[src/rtl/bus_select_arbiter_if.sv]
`default_nettype none
// ============================================================================
// Module : bus_select_arbiter_if
// Brief  : Request/region/strobe bundle between the requesters and the
//          peripheral-select arbiter.
// Rev    : 1.0  initial release
// ============================================================================
interface bus_select_arbiter_if;
    logic        en;
    logic [3:0]  req;
    logic [11:0] sel;
    logic [3:0]  grant;
    logic [7:0]  cs_n;
    logic [3:0]  ack;
    logic        busy;

    modport master (output en, req, sel, input grant, cs_n, ack, busy);
    modport slave  (input en, req, sel, output grant, cs_n, ack, busy);
endinterface
`default_nettype wire

[src/rtl/bus_select_arbiter.sv]
`default_nettype none
// ============================================================================
// Module : bus_select_arbiter
// Brief  : Round-robin owner selection plus setup/strobe/recover timing for
//          the shared active-low 3-to-8 peripheral select.
// Rev    : 1.0  initial release
// ============================================================================
module bus_select_arbiter #(
    parameter int NREQ = 4,
    parameter int HOLD = 2
) (
    input  wire logic           clk,
    input  wire logic           reset,
    bus_select_arbiter_if.slave bus
);

    localparam logic [1:0] c_idle      = 2'd0;
    localparam logic [1:0] c_setup     = 2'd1;
    localparam logic [1:0] c_strobe    = 2'd2;
    localparam logic [1:0] c_recover   = 2'd3;
    localparam logic [3:0] c_hold_load = 4'(HOLD - 1);
    localparam logic [1:0] c_last_req  = 2'(NREQ - 1);

    logic [1:0] r_state;
    logic [1:0] r_owner;
    logic [2:0] r_region;
    logic [3:0] r_cnt;
    logic [1:0] r_ptr;
    logic [3:0] r_grant;
    logic [7:0] r_cs_n;
    logic [3:0] r_ack;
    logic       r_busy;

    logic       w_found;
    logic [1:0] w_pick;
    logic [2:0] w_idx;
    logic [2:0] w_pick_region;

    function automatic logic [3:0] f_onehot(input logic [1:0] idx);
        f_onehot = 4'b0001 << idx;
    endfunction

    // Scan from the round-robin pointer upward, wrapping at NREQ.
    always_comb begin
        w_found = 1'b0;
        w_pick  = r_ptr;
        w_idx   = 3'd0;
        for (int k = 0; k < NREQ; k++) begin
            w_idx = {1'b0, r_ptr} + 3'(k);
            if (w_idx >= 3'(NREQ)) begin
                w_idx = w_idx - 3'(NREQ);
            end
            if (!w_found && bus.req[w_idx[1:0]]) begin
                w_found = 1'b1;
                w_pick  = w_idx[1:0];
            end
        end
    end

    always_comb begin
        w_pick_region = bus.sel[2:0];
        for (int i = 0; i < NREQ; i++) begin
            if (w_pick == 2'(i)) begin
                w_pick_region = bus.sel[3*i +: 3];
            end
        end
    end

    always_ff @(posedge clk) begin
        if (reset) begin
            r_state  <= c_idle;
            r_owner  <= 2'd0;
            r_region <= 3'd0;
            r_cnt    <= 4'd0;
            r_ptr    <= 2'd0;
            r_grant  <= 4'd0;
            r_cs_n   <= 8'hFF;
            r_ack    <= 4'd0;
            r_busy   <= 1'b0;
        end else begin
            r_ack <= 4'd0;
            case (r_state)
                c_idle: begin
                    if (bus.en && w_found) begin
                        r_owner  <= w_pick;
                        r_region <= w_pick_region;
                        r_grant  <= f_onehot(w_pick);
                        r_busy   <= 1'b1;
                        r_state  <= c_setup;
                    end
                end
                c_setup: begin
                    // Losing enable aborts without moving the pointer, so the
                    // same requester wins again once enable returns.
                    if (!bus.en) begin
                        r_grant <= 4'd0;
                        r_busy  <= 1'b0;
                        r_state <= c_idle;
                    end else begin
                        r_cnt   <= c_hold_load;
                        r_cs_n  <= ~(8'h01 << r_region);
                        r_state <= c_strobe;
                    end
                end
                c_strobe: begin
                    if (!bus.en) begin
                        r_cs_n  <= 8'hFF;
                        r_grant <= 4'd0;
                        r_busy  <= 1'b0;
                        r_state <= c_idle;
                    end else if (r_cnt == 4'd0) begin
                        r_cs_n  <= 8'hFF;
                        r_ack   <= r_grant;
                        r_state <= c_recover;
                    end else begin
                        r_cnt <= r_cnt - 4'd1;
                    end
                end
                c_recover: begin
                    r_grant <= 4'd0;
                    r_busy  <= 1'b0;
                    r_ptr   <= (r_owner == c_last_req) ? 2'd0 : r_owner + 2'd1;
                    r_state <= c_idle;
                end
                default: begin
                    r_grant <= 4'd0;
                    r_cs_n  <= 8'hFF;
                    r_busy  <= 1'b0;
                    r_state <= c_idle;
                end
            endcase
        end
    end

    assign bus.grant = r_grant;
    assign bus.cs_n  = r_cs_n;
    assign bus.ack   = r_ack;
    assign bus.busy  = r_busy;

    a_grant_onehot0 : assert property (@(posedge clk) disable iff (reset)
        $onehot0(r_grant));
    a_cs_single : assert property (@(posedge clk) disable iff (reset)
        $onehot0(~r_cs_n) && ((r_cs_n == 8'hFF) || (r_grant != 4'd0)));
    a_ack_recover : assert property (@(posedge clk) disable iff (reset)
        (r_ack != 4'd0) |-> (r_state == c_recover));

endmodule
`default_nettype wire

[src/flat_wrapper.sv]
// flat-port wrapper written by rule: the top's interface ports become plain ports
module bus_select_arbiter_flat 
#(
    parameter int NREQ = 4,
    parameter int HOLD = 2
)
  (clk, reset, bus_en, bus_req, bus_sel, bus_grant, bus_cs_n, bus_ack, bus_busy);
  bus_select_arbiter_if bus_i ();
  input  wire logic clk;
  input  wire logic reset;
  input wire logic [$bits(bus_i.en)-1:0] bus_en;
  input wire logic [$bits(bus_i.req)-1:0] bus_req;
  input wire logic [$bits(bus_i.sel)-1:0] bus_sel;
  output wire logic [$bits(bus_i.grant)-1:0] bus_grant;
  output wire logic [$bits(bus_i.cs_n)-1:0] bus_cs_n;
  output wire logic [$bits(bus_i.ack)-1:0] bus_ack;
  output wire logic [$bits(bus_i.busy)-1:0] bus_busy;
  assign bus_i.en = bus_en;
  assign bus_i.req = bus_req;
  assign bus_i.sel = bus_sel;
  assign bus_grant = bus_i.grant;
  assign bus_cs_n = bus_i.cs_n;
  assign bus_ack = bus_i.ack;
  assign bus_busy = bus_i.busy;
  bus_select_arbiter #(.NREQ(NREQ), .HOLD(HOLD)) u_core (.clk(clk), .reset(reset), .bus(bus_i));
endmodule
[config.mk]
export PLATFORM = sky130hd
export DESIGN_NAME = bus_select_arbiter_flat
export DESIGN_NICKNAME = d
export VERILOG_FILES = /design/src/rtl/bus_select_arbiter_if.sv /design/src/rtl/bus_select_arbiter.sv /design/src/flat_wrapper.sv
export SDC_FILE = /design/constraint.sdc
export NUM_CORES = 1
export LEC_CHECK = 0
export CORE_ASPECT_RATIO = 2
export CORE_MARGIN = 2
export CORE_UTILIZATION = 44
export DETAILED_ROUTE_END_ITERATION = 12
export PLACE_DENSITY = 0.84
export RECOVER_POWER = 100
export SYNTH_ARGS = -nofsm -noshare
export SYNTH_HDL_FRONTEND = slang
export SYNTH_SLANG_ARGS = --single-unit
[constraint.sdc]
create_clock -name clk -period 1.9 [get_ports clk]
set_clock_uncertainty 0.15 [all_clocks]
set_input_delay 0.19 -clock clk [delete_from_list [all_inputs] [get_ports clk]]
set_output_delay 0.19 -clock clk [all_outputs]
set_load 0.02 [all_outputs]
### Word-level counts from Yosys, hierarchy flattened

Cells that the tools add are included.

* register bits: 30
* bits of input ports: 19
* output and inout bits: 17
* logic and storage cells: 105

* $add $sub $neg: 9
* magnitude comparators: 8
* equal/unequal tests: 13
* shift operators: 2
* multiplexer cells: 43
* bitwise gates (word level): 4
* reduce and logical (&&, ||, !) cells: 17

Operators with widths (number)
* two-way mux 2 bit: 13
* two-way mux 8 bit: 3
* two-way mux 4 bit: 5
* case mux 8 bit (2 select lines): 1
* < comparator 2 x 3 -> 1 bit, second input constant: 4
* case mux 4 bit (3 select lines): 1
* == test 2 bit, second input constant: 5
* two-way mux 1 bit: 10
* greater-or-equal comparator 3 bit, second input constant: 3
* two-way mux 3 bit: 3
* binary-select mux 1 bit (select 2 bit): 4
* inequality test 2 bit, second input constant: 4
* inverter 8 bit: 1
* case mux 2 bit (4 select lines): 1
* case mux 4 bit (2 select lines): 1
* << shifter 1 x 3 -> 8 bit, first input constant: 1
* subtractor 2 x 1 -> 2 bit, second input constant: 4
* adder 2 x 2 -> 3 bit, second input constant: 2
* AND reduction 2 bit: 3
* == test 2 x 1 -> 1 bit, second input constant: 2
* logical AND 1 bit: 4
* zero test 4 bit: 1
* AND reduction 4 bit: 1
* OR reduction 4 bit: 1
* other kinds (14): 18

### Depth between registers and ports, before layout

* depth after elaboration: 18
* depth in mapped cells: 9
* depth with buffers taken out: 7

### Worst setup path after synthesis

Ideal clock, no wire load.

* path kind: register to register
* start: reg u_core.r_cnt[0]
* end: reg u_core.r_cs_n[4] (netlist: u_core.bus.cs_n[4])
* setup time: 0.117 ns
* arrival: 1.599 ns
* data required time: 1.633 ns
* path slack: 0.033 ns
* stages on the path, launching flop included: 9
* path buffers: 1
* clock period less this slack: 1.867 ns
* path through: dfxtp_1 -> inv_1 -> ha_1 -> or3b_4 -> a221oi_4 -> buf_6 -> nand3_1 -> o21ai_0 -> nand2b_1

* cells in the longest elaborated chain, start to end: 3

RTL lines
* start: declaration: RTL line bus_select_arbiter.sv:27 `logic [3:0] r_cnt;`
* start signal: assignment: RTL line bus_select_arbiter.sv:100 `r_cnt <= c_hold_load;`
* start signal: assignment: RTL line bus_select_arbiter.sv:116 `r_cnt <= r_cnt - 4'd1;`
* zero test 4 bit: RTL line bus_select_arbiter.sv:111 `end else if (r_cnt == 4'd0) begin`
* inequality test 3 x 2 -> 1 bit (no line)
* AND reduction 3 bit (no line)
* end signal: assignment: RTL line bus_select_arbiter.sv:101 `r_cs_n <= ~(8'h01 << r_region);`
* end: declaration: RTL line bus_select_arbiter.sv:30 `logic [7:0] r_cs_n;`

No other way between the ends.
A chain may end at the register's enable or synchronous reset.

### Worst setup path after layout

* start: reg u_core.r_cnt[1]
* end: reg u_core.r_cs_n[3] (netlist: u_core.bus.cs_n[3])

The elaborated chain is that of the path after synthesis.

==> reports/qor.json <==
{
  "finalSetupTns": {"value": -0.0241, "unit": "ns"},
  "holdBufCountCts": {"value": 0},
  "cp-end-kind": {"value": "flip-flop"},
  "synth.lib_cells_used.distinct": {"value": 35},
  "sequentialPowerShare": {"value": 0.419},
  "synth-seq-cells": {"value": 30},
  "initialDrtViolationCount": {"value": 30},
  "die_h": {"value": 87.0, "unit": "µm"},
  "initial_utilization": {"value": 0.454},
  "timing.final.crit_period": {"value": 1.91, "unit": "ns"},
  "power.total": {"value": 1.66, "unit": "mW"},
  "worst-endpoint-required": {"value": 1.97, "unit": "ns"},
  "comb_power_share": {"value": 0.264},
  "sw_frac_of_total": {"value": 0.288},
  "routed-via-count": {"value": 1441},
  "worst_skew_pair.late_latency": {"value": 0.28, "unit": "ns"},
  "die-area": {"value": 3960, "unit": "µm²"},
  "power.switching": {"value": 479, "unit": "µW"},
  "instances_no_fill": {"value": 265},
  "synth_area_per_cell": {"value": 8.91, "unit": "µm²"},
  "rsz0062_at_grt": {"value": "true"},
  "coreArea": {"value": 3340, "unit": "µm²"},
  "finalWorstSetupSlack": {"value": -0.0131, "unit": "ns"},
  "timing_worst_setup_path_type": {"value": "flip-flop to flip-flop"},
  "ctsRootBufferMaster": {"value": "sky130_fd_sc_hd__clkbuf_8"},
  "worstSetupStartpointType": {"value": "flip-flop"},
  "postSynth.topFlopCell": {"value": "sky130_fd_sc_hd__dfxtp_1"},
  "clock_power_share": {"value": 0.317},
  "postRouteAntennaNets": {"value": 0},
  "synth.top_cells.by_area": {"value": "sky130_fd_sc_hd__dfxtp_1 (40%), sky130_fd_sc_hd__mux2i_1 (6.6%), sky130_fd_sc_hd__ha_1 (5.8%), sky130_fd_sc_hd__nand2b_1 (4.5%), sky130_fd_sc_hd__nor2_1 (4.2%)"},
  "fmax": {"value": 0.523, "unit": "GHz"},
  "vias_in_the_first_global_route": {"value": 1474},
  "drt_wl_total": {"value": 3750, "unit": "µm"},
  "row_count": {"value": 30},
  "drc_errors": {"value": 0},
  "cp_max_fo": {"value": 8},
  "total_congestion_overflow": {"value": 0},
  "post-synth-top-count-cell": {"value": "sky130_fd_sc_hd__dfxtp_1"},
  "hold_viol": {"value": 0},
  "finalSetupViolations": {"value": 2},
  "portBuffers": {"value": 35},
  "post_synth_instance_area": {"value": 1520, "unit": "µm²"},
  "detail_route.wl_per_cell": {"value": 14.1, "unit": "µm"},
  "synth.yosys.seq_area_share": {"value": 0.396},
  "grt_max_degree": {"value": 12},
  "gpl.final_weighted_congestion": {"value": 0.813},
  "vias_per_cell": {"value": 5.44},
  "worst_setup_hold_path_clk_slew": {"value": 0.07, "unit": "ns"},
  "synth_enable_flop_cells": {"value": 0},
  "detailedPlace.worstSlack": {"value": -0.179, "unit": "ns"},
  "worst_hold_path_type": {"value": "flip-flop to flip-flop"},
  "syn_nets": {"value": 196},
  "internal_power": {"value": 1.18, "unit": "mW"},
  "layout_worst_path_cycle_share": {"value": 1.01},
  "top_level_ports": {"value": 36},
  "die_w": {"value": 45.5, "unit": "µm"},
  "status": {"value": "finished with violations"},
  "yosys.area.top_type_share": {"value": 0.396},
  "post_route_cells_drive_above_1_share": {"value": 0.197},
  "r2r.worst_path.cells": {"value": 9},
  "seq_area": {"value": 603, "unit": "µm²"},
  "grt_antenna_before_repair": {"value": 0},
  "cts.sink_count": {"value": 30},
  "multi_input_comb_area": {"value": 847, "unit": "µm²"},
  "cts-root-to-sink-buffers": {"value": 2},
  "arrival_time_at_the_worst_endpoint": {"value": 1.98, "unit": "ns"},
  "antenna-diode-count": {"value": 0},
  "synth_cells": {"value": 170},
  "tightest_slew": {"value": 0.413, "unit": "ns"},
  "ir_worst_vdd": {"value": 0.000481, "unit": "V"},
  "area_delta_synth_final": {"value": 45.3, "unit": "%"},
  "nFillCells": {"value": 268},
  "cts.htree.levels": {"value": 2},
  "number_of_maximum_capacitance_violations": {"value": 0},
  "globalRouteTotalUtil": {"value": 0.201},
  "report.final.slew_viol_count": {"value": 0},
  "dp.final_hpwl": {"value": 2690, "unit": "µm"},
  "power.static_leakage": {"value": 0.916, "unit": "nW"},
  "slew-limit-headroom": {"value": 0.721},
  "fraction_of_registers_with_async_set_or_reset_after_synthesis": {"value": 0},
  "netlist.top_cell.by_area": {"value": "sky130_fd_sc_hd__dfxtp_1"},
  "grt_first_pass_wirelength": {"value": 5930, "unit": "µm"},
  "timing.hold.ws": {"value": 0.315, "unit": "ns"},
  "power.density": {"value": 756, "unit": "nW/µm²"},
  "drt_pre_antenna_iters": {"value": 4},
  "min_path_cells": {"value": 2},
  "synth-warning-count": {"value": 0},
  "cts-buffers-inserted": {"value": 5},
  "cts_tree": {"value": "done"},
  "dpl.cell_count": {"value": 250},
  "finalNetCount": {"value": 258},
  "synthTopCellsByCount": {"value": "sky130_fd_sc_hd__dfxtp_1 (30), sky130_fd_sc_hd__nor2_1 (17), sky130_fd_sc_hd__inv_1 (11), sky130_fd_sc_hd__nand2b_1 (11)"},
  "violated_checks": {"value": "setup timing"}
}
[state kept, by name, indices dropped and copies added (netlist names)]
signal and count:
u_core.r_ptr 2, u_core.r_owner 2, u_core.bus.grant 4, u_core.r_region 3
u_core.bus.ack 4, u_core.bus.busy 1, u_core.bus.cs_n 8, u_core.r_cnt 4
u_core.r_state 2
[power groups by stage]
stage          logic, mW  clock network, mW  registers [mW]
2_1_floorplan      0.231                  0           0.717
6_report           0.440              0.527           0.697
4_1_cts            0.433              0.540           0.698
5_1_grt            0.480              0.573           0.701
3_5_place_dp       0.387                  0           0.711
3_3_place_gp       0.380                  0           0.708
[final timing paths]
check | slack [ns] | endpoint | from
min | 0.31 | u_core.bus.grant[1]$_SDFFE_PP0P_ | u_core.bus.grant[1]$_SDFFE_PP0P_
min reg2reg | 0.31 | u_core.bus.grant[1]$_SDFFE_PP0P_ | u_core.bus.grant[1]$_SDFFE_PP0P_
max reg2reg | -0.01 | u_core.bus.cs_n[3]$_SDFFE_PP1P_ | u_core.r_cnt[1]$_SDFFE_PP0P_
max | -0.01 | u_core.bus.cs_n[3]$_SDFFE_PP1P_ | u_core.r_cnt[1]$_SDFFE_PP0P_
[per-layer routing]
| metal | part of all wire | vias up | track usage |
|---|---|---|---|
| met4 | 0.046 | 0 | 0.142 |
| li1 | - | 720 | - |
| met2 | 0.59 | 37 | 0.369 |
| met1 | 0.33 | 668 | 0.186 |
| met5 | 0 | - | 0 |
| met3 | 0.029 | 16 | 0.0270 |
[per-stage QoR]
stage | utilization | area (µm²)
2_1_floorplan | - | 1520
3_3_place_gp | 0.602 | 2010
3_5_place_dp | 0.602 | 2010
4_1_cts | 0.651 | 2170
5_1_grt | 0.659 | 2200
6_report | 0.659 | 2200
[cell usage in the layout, fill, tap and decap left out, types with 5 or more instances in the layout]
cell,Yosys,final
sky130_fd_sc_hd__a21oi_1,10,10
sky130_fd_sc_hd__and2_1,6,6
sky130_fd_sc_hd__buf_4,2,25
sky130_fd_sc_hd__clkbuf_8,0,6
sky130_fd_sc_hd__clkdlybuf4s50_1,0,17
sky130_fd_sc_hd__dfxtp_1,30,28
sky130_fd_sc_hd__dlygate4sd3_1,0,16
sky130_fd_sc_hd__ha_1,7,6
sky130_fd_sc_hd__inv_1,11,9
sky130_fd_sc_hd__mux2i_1,10,10
sky130_fd_sc_hd__nand2_1,7,7
sky130_fd_sc_hd__nand2b_1,11,11
sky130_fd_sc_hd__nand3_1,8,7
sky130_fd_sc_hd__nand3b_1,5,5
sky130_fd_sc_hd__nor2_1,17,17
sky130_fd_sc_hd__o21ai_1,0,6
[what timing repair did]
item / in CTS / in global routing
setup endpoints to repair: 7 / 18
buffers inserted: 6 / 1
pin swaps: 2 / 1
gates resized for setup: 15 / 8
[final cells by class]
class | count | share of cell area
Sequential cell | 30 | 0.274
Multi-Input combinational cell | 122 | 0.385
Inverter | 11 | 0.0188
Timing Repair Buffer | 62 | 0.263
Tap cell | 32 | 0.0182
Clock buffer | 7 | 0.0392
Clock inverter | 1 | 0.00227
[kinds of logic after synthesis]
logic type | count (synthesis) | share of synthesized area
multiplexers | 10 | 0.0661
buffers and inverters | 18 | 0.0652
AND/OR/NAND/NOR | 69 | 0.249
flip-flops | 30 | 0.396
XOR/XNOR | 2 | 0.0116
AO/OA/AOI/OAI | 34 | 0.154
adder cells (fa/ha/maj) | 7 | 0.0578
[critical path, cell delays in order (launching register included)]
cell and delay (ns):
sky130_fd_sc_hd__dfxtp_2 0.32, sky130_fd_sc_hd__inv_2 0.07, sky130_fd_sc_hd__ha_4 0.13, sky130_fd_sc_hd__or3b_4 0.40, sky130_fd_sc_hd__a221oi_4 0.27, sky130_fd_sc_hd__buf_12 0.16, sky130_fd_sc_hd__buf_8 0.11, sky130_fd_sc_hd__buf_4 0.10
sky130_fd_sc_hd__o21ai_1 0.05, sky130_fd_sc_hd__nand2b_1 0.09
(Power assumes the default switching activity.)
